--- src/rtl/mod_add_if.sv ---
// Request/response bundle for the shared modular adder: two requester channels
// on the request side, one shared result bus on the response side.
interface mod_add_if #(parameter int DW = 15) ();
  logic [1:0]    req_valid;
  logic [1:0]    req_ready;
  logic [DW-1:0] req_a0, req_b0;
  logic [DW-1:0] req_a1, req_b1;
  logic [1:0]    rsp_valid;
  logic [1:0]    rsp_ready;
  logic [DW-1:0] rsp_data;
  logic          busy;

  modport master (
    output req_valid, req_a0, req_b0, req_a1, req_b1, rsp_ready,
    input  req_ready, rsp_valid, rsp_data, busy
  );

  modport slave (
    input  req_valid, req_a0, req_b0, req_a1, req_b1, rsp_ready,
    output req_ready, rsp_valid, rsp_data, busy
  );
endinterface

--- src/rtl/mod_add_arbiter.sv ---
// Two-channel round-robin front end for a single (a+b) mod P adder.
// Two registered stages; a stalled response freezes the whole pipe.
module mod_add_arbiter #(
  parameter int P  = 12289,
  parameter int DW = 15
) (
  input logic     clk,
  input logic     rst_n,
  mod_add_if.slave bus
);
  localparam int STAGES = 2;
  localparam logic [DW-1:0] P_W   = DW'(P);
  localparam logic [DW-1:0] NEG_P = ~P_W + DW'(1);

  typedef struct packed {
    logic          id;
    logic [DW-1:0] a;
    logic [DW-1:0] b;
  } s1_t;

  logic [STAGES:1]      vld_pipe;
  s1_t                  s1;
  logic                 s2_id;
  logic [DW-1:0]        s2_data;
  logic                 rr_last;

  logic [1:0]           grant, hs;
  logic                 hs_any, hs_id, stall;
  logic [1:0][DW-1:0]   ops_a, ops_b;
  logic [DW-1:0]        sum_raw, sum_red, sum_mod;

  assign ops_a = {bus.req_a1, bus.req_a0};
  assign ops_b = {bus.req_b1, bus.req_b0};

  assign stall = vld_pipe[2] & ~bus.rsp_ready[s2_id];

  always_comb begin
    grant = '0;
    case (bus.req_valid)
      2'b01:   grant = 2'b01;
      2'b10:   grant = 2'b10;
      2'b11:   grant = rr_last ? 2'b01 : 2'b10;
      default: grant = '0;
    endcase
  end

  // rst_n gating keeps req_ready low for the whole reset window, not just after an edge
  assign bus.req_ready = grant & {2{~stall & rst_n}};
  assign hs     = bus.req_valid & bus.req_ready;
  assign hs_any = |hs;
  assign hs_id  = hs[1];

  // Reduction by adding the negated modulus; operands < P so one subtract suffices
  assign sum_raw = s1.a + s1.b;
  assign sum_red = sum_raw + NEG_P;
  assign sum_mod = (sum_raw >= P_W) ? sum_red : sum_raw;

  always_ff @(posedge clk or negedge rst_n) begin
    if (!rst_n) begin
      vld_pipe <= '0;
      s1       <= '0;
      s2_id    <= 1'b0;
      s2_data  <= '0;
      rr_last  <= 1'b1;
    end else if (!stall) begin
      vld_pipe[1] <= hs_any;
      vld_pipe[2] <= vld_pipe[1];
      s2_id       <= s1.id;
      s2_data     <= sum_mod;
      if (hs_any) begin
        s1.id   <= hs_id;
        s1.a    <= ops_a[hs_id];
        s1.b    <= ops_b[hs_id];
        rr_last <= hs_id;
      end
    end
  end

  for (genvar i = 0; i < 2; i++) begin : g_rsp
    assign bus.rsp_valid[i] = vld_pipe[2] & (s2_id == 1'(i));
  end

  assign bus.rsp_data = s2_data;
  assign bus.busy     = |vld_pipe;
endmodule

--- src/flat_wrapper.sv ---
// flat-port wrapper written by rule: the top's interface ports become plain ports
module mod_add_arbiter_flat 
#(
  parameter int P  = 12289,
  parameter int DW = 15
)
  (clk, rst_n, bus_req_valid, bus_req_a0, bus_req_b0, bus_req_a1, bus_req_b1, bus_rsp_ready, bus_req_ready, bus_rsp_valid, bus_rsp_data, bus_busy);
  mod_add_if #(.DW(DW)) bus_i ();
  input logic clk;
  input logic rst_n;
  input wire logic [$bits(bus_i.req_valid)-1:0] bus_req_valid;
  input wire logic [$bits(bus_i.req_a0)-1:0] bus_req_a0;
  input wire logic [$bits(bus_i.req_b0)-1:0] bus_req_b0;
  input wire logic [$bits(bus_i.req_a1)-1:0] bus_req_a1;
  input wire logic [$bits(bus_i.req_b1)-1:0] bus_req_b1;
  input wire logic [$bits(bus_i.rsp_ready)-1:0] bus_rsp_ready;
  output wire logic [$bits(bus_i.req_ready)-1:0] bus_req_ready;
  output wire logic [$bits(bus_i.rsp_valid)-1:0] bus_rsp_valid;
  output wire logic [$bits(bus_i.rsp_data)-1:0] bus_rsp_data;
  output wire logic [$bits(bus_i.busy)-1:0] bus_busy;
  assign bus_i.req_valid = bus_req_valid;
  assign bus_i.req_a0 = bus_req_a0;
  assign bus_i.req_b0 = bus_req_b0;
  assign bus_i.req_a1 = bus_req_a1;
  assign bus_i.req_b1 = bus_req_b1;
  assign bus_i.rsp_ready = bus_rsp_ready;
  assign bus_req_ready = bus_i.req_ready;
  assign bus_rsp_valid = bus_i.rsp_valid;
  assign bus_rsp_data = bus_i.rsp_data;
  assign bus_busy = bus_i.busy;
  mod_add_arbiter #(.P(P), .DW(DW)) u_core (.clk(clk), .rst_n(rst_n), .bus(bus_i));
endmodule
--- config.mk ---
export PLATFORM = sky130hd
export DESIGN_NAME = mod_add_arbiter_flat
export DESIGN_NICKNAME = d
export VERILOG_FILES = /design/src/rtl/mod_add_if.sv /design/src/rtl/mod_add_arbiter.sv /design/src/flat_wrapper.sv
export SDC_FILE = /design/constraint.sdc
export NUM_CORES = 1
export LEC_CHECK = 0
export CAP_MARGIN = 20
export CORE_UTILIZATION = 35
export CTS_BUF_LIST = sky130_fd_sc_hd__clkbuf_4 sky130_fd_sc_hd__clkbuf_8
export DETAILED_ROUTE_END_ITERATION = 12
export PLACE_DENSITY = 0.72
export SLEW_MARGIN = 10
export SYNTH_ARGS = -nofsm -noshare
export SYNTH_HDL_FRONTEND = slang
export SYNTH_SLANG_ARGS = --single-unit
--- constraint.sdc ---
create_clock -name clk -period 5.5 [get_ports clk]
set_input_delay 1.1 -clock clk [delete_from_list [all_inputs] [get_ports clk]]
set_output_delay 1.1 -clock clk [all_outputs]
set_load 0.02 [all_outputs]
==> flow_summary.json <==
{
  "synth-edff-count": 0,
  "finalCritPeriodShare": 0.802,
  "worst_pin_slew_ns": 0.987,
  "fp.dieW_um": 98.9,
  "vias_per_cell": 5.35,
  "ys_ff_latch": 50,
  "crit_path_end_kind": "output port",
  "async_reset_ff_frac": 1.00,
  "grt_pass1_vias": 2631,
  "seq_area_um2": 1250,
  "dp_hpwl_um": 5830,
  "finalHoldViolations": 0,
  "cts_num_sinks": 50,
  "drc": 0,
  "fin_setup_tns_ns": 0,
  "critPathKind": "input pin to output port",
  "yosysWarnings": 0,
  "synth.distinct_cells": 67,
  "vias": 2943,
  "grt_setup_unrepaired": "false",
  "syn-num-nets": 446,
  "fin_skew_ns": 0.00446,
  "start_util": 0.370,
  "nNetsFinal": 524,
  "arrival_ns": 3.31,
  "dieArea_um2": 9780,
  "yosysSeqAreaShare": 0.381,
  "io_buffer_count": 85,
  "cts_root_buffer": "clkbuf_8",
  "areaGrowthSynthToFinish_pct": 30.1,
  "cts.repair.resized": 0,
  "antenna_cells": 0,
  "rows": 34,
  "fmax_ghz": 0.227,
  "antenna_found_initial": 0,
  "clock_latency_ns": 0.30,
  "synth_area_um2": 3290,
  "synthTopCellsByArea": "dfrtp_1, nor2_1, ha_1, o22ai_1, a21oi_1",
  "drv_cap": 0,
  "grt.overflow.total": 0,
  "min_path_cells": 2,
  "rrSetupSlack_ns": 1.73,
  "first_pass_iters": 4,
  "post_drt_wl_per_cell_um": 13.8,
  "pin_count": 86,
  "reg2reg_to": "u_core.bus.rsp_data[4]$_DFFE_PN0N_",
  "setup_viol": 0,
  "post_cts_buffers": 0,
  "synth_top_area_frac": 0.373,
  "cp.required_ns": 4.40,
  "multi_input_area_um2": 1900,
  "numCtsBuffers": 5,
  "reg2reg_depth": 11,
  "routabilityCongestion": 0.832,
  "avgSynthCellArea_um2": 9.05,
  "die_height_um": 98.9,
  "min_path_type": "register to register",
  "grt_pass1_wl_um": 12200,
  "layout_min_cycle_time_ns": 4.41,
  "hold_start": "u_core.bus.rsp_data[7]$_DFFE_PN0N_",
  "cts_tree": "done",
  "maxSlewHeadroom": 0.340,
  "reg2reg_from": "u_core.s1[0]$_DFFE_PN0P_",
  "routed_wl_um": 7580,
  "synthFlopType": "dfrtp_1",
  "drive_gt1_frac": 0.0814,
  "cts-htree-levels": 2,
  "clk_pin_slew_worst_paths_ns": 0.09,
  "outcome": "finished clean",
  "ant_nets": 0,
  "grt_max_degree": 50,
  "netlist_instances": 363,
  "cts_hold_buf": 0,
  "n_fill_cell": 830,
  "clockBufferDepth": 2,
  "critPathLaunchType": "input pin",
  "coreArea_um2": 8890,
  "drv_slew": 0,
  "whs_endpoint": "u_core.bus.rsp_data[7]$_DFFE_PN0N_",
  "drt_iter0_drc": 221,
  "grt_usage": 0.155,
  "crit_fanout": 32,
  "synth_top_area_cell": "dfrtp_1"
}
-- Yosys cell counts (2+ instances only) --
cell type  number
xor2_1         10
o21ai_0         9
a21oi_1        18
or3_1           2
mux2i_1         4
and2_2          2
o22ai_1        30
nand2_1        21
a21o_1          8
nand4_1         5
a31o_1          2
buf_6           3
o21a_1          2
ha_1           16
or4_1           2
a21o_2          2
inv_1           8
and3_1          2
xnor2_1         9
nor2_1         74
clkbuf_8        2
a2111oi_0       4
or2_1           2
nand3_1         5
a31oi_1         5
clkbuf_1       11
o311ai_1        2
a2111o_1        2
mux2_2          2
nor3_1          7
and2_1          2
a211oi_1        4
nand2b_1        2
o2111ai_1       3
dfrtp_1        49
-- worst max path at each step --
stage                             startpoint                            endpoint  slack (ns)  cells after the start
finish                      bus_rsp_ready[1]                    bus_req_ready[1]        1.09                      7
floorplan           u_core.s1[0]$_DFFE_PN0P_  u_core.bus.rsp_data[4]$_DFFE_PN0N_        2.19                     11
detailed placement          bus_rsp_ready[1]                    bus_req_ready[1]        1.06                      7
global placement            bus_rsp_ready[1]                    bus_req_ready[1]        1.19                      7
CTS                         bus_rsp_ready[1]                    bus_req_ready[1]        1.05                      7
global route                bus_rsp_ready[0]                    bus_req_ready[1]        0.90                      7
-- layout make-up --
cell class,count,area share
Multi-Input combinational cell,288,0.444
Clock buffer,6,0.0178
Inverter,8,0.00702
Sequential cell,50,0.293
Clock inverter,2,0.00322
Timing Repair Buffer,88,0.203
Tap cell,108,0.0316
-- sequential cells by signal (all words and copies together) (netlist names) --
signal / count
u_core.vld_pipe: 2
u_core.bus.rsp_data: 15
u_core.s2_id: 1
u_core.rr_last: 1
u_core.s1: 31
-- logic make-up after synthesis --
family | synth area share
multiplexers | 0.0190
flip-flops | 0.381
XOR/XNOR | 0.0506
adder cells (fa/ha/maj) | 0.0670
AND/OR/NAND/NOR | 0.180
buffers and inverters | 0.0426
AO/OA/AOI/OAI | 0.260
-- routing by layer --
metal,vias up,track usage,part of all wire
met5,-,0,0
met4,0,0.0482,0.012
met2,101,0.250,0.45
met3,8,0.0298,0.057
li1,1504,-,-
met1,1330,0.211,0.48
-- critical path: stages --
cell and delay (ns):
clkdlybuf4s50_1 0.42, mux2i_1 0.18, nand2_1 0.38, nand4_1 0.24, buf_4 0.33, inv_1 0.10
clkdlybuf4s50_1 0.55
-- cell usage in the layout, fill, tap and decap left out, drive strengths merged, types with 4 or more instances in the layout --
cell and count:
nand2 21, xnor2 9, a2111oi 5, mux2i 4
clkdlybuf4s50 84, nor2 74, o21ai 11, nand3 5
a31oi 6, and2 4, dfrtp 49, nand4 6
xor2 10, o22ai 30, ha 16, inv 8
a211oi 5, a21oi 19, buf 4, nor3 7
clkbuf 6, a21o 10
-- per-stage QoR --
stage	area (µm²)	util	setup WS (ns)	hold WS [ns]	instances
2_1_floorplan	3290	-	2.19	0.449	363
3_3_place_gp	4190	0.471	1.19	0.467	542
3_5_place_dp	4190	0.471	1.06	0.476	542
4_1_cts	4280	0.481	1.05	0.497	550
5_1_grt	4280	0.481	0.896	0.512	550
6_report	4280	0.481	1.09	0.484	550
Power is left out: the tool's default activity adds up to more than one toggle a clock period on the data nets, which glitch-free logic cannot reach.
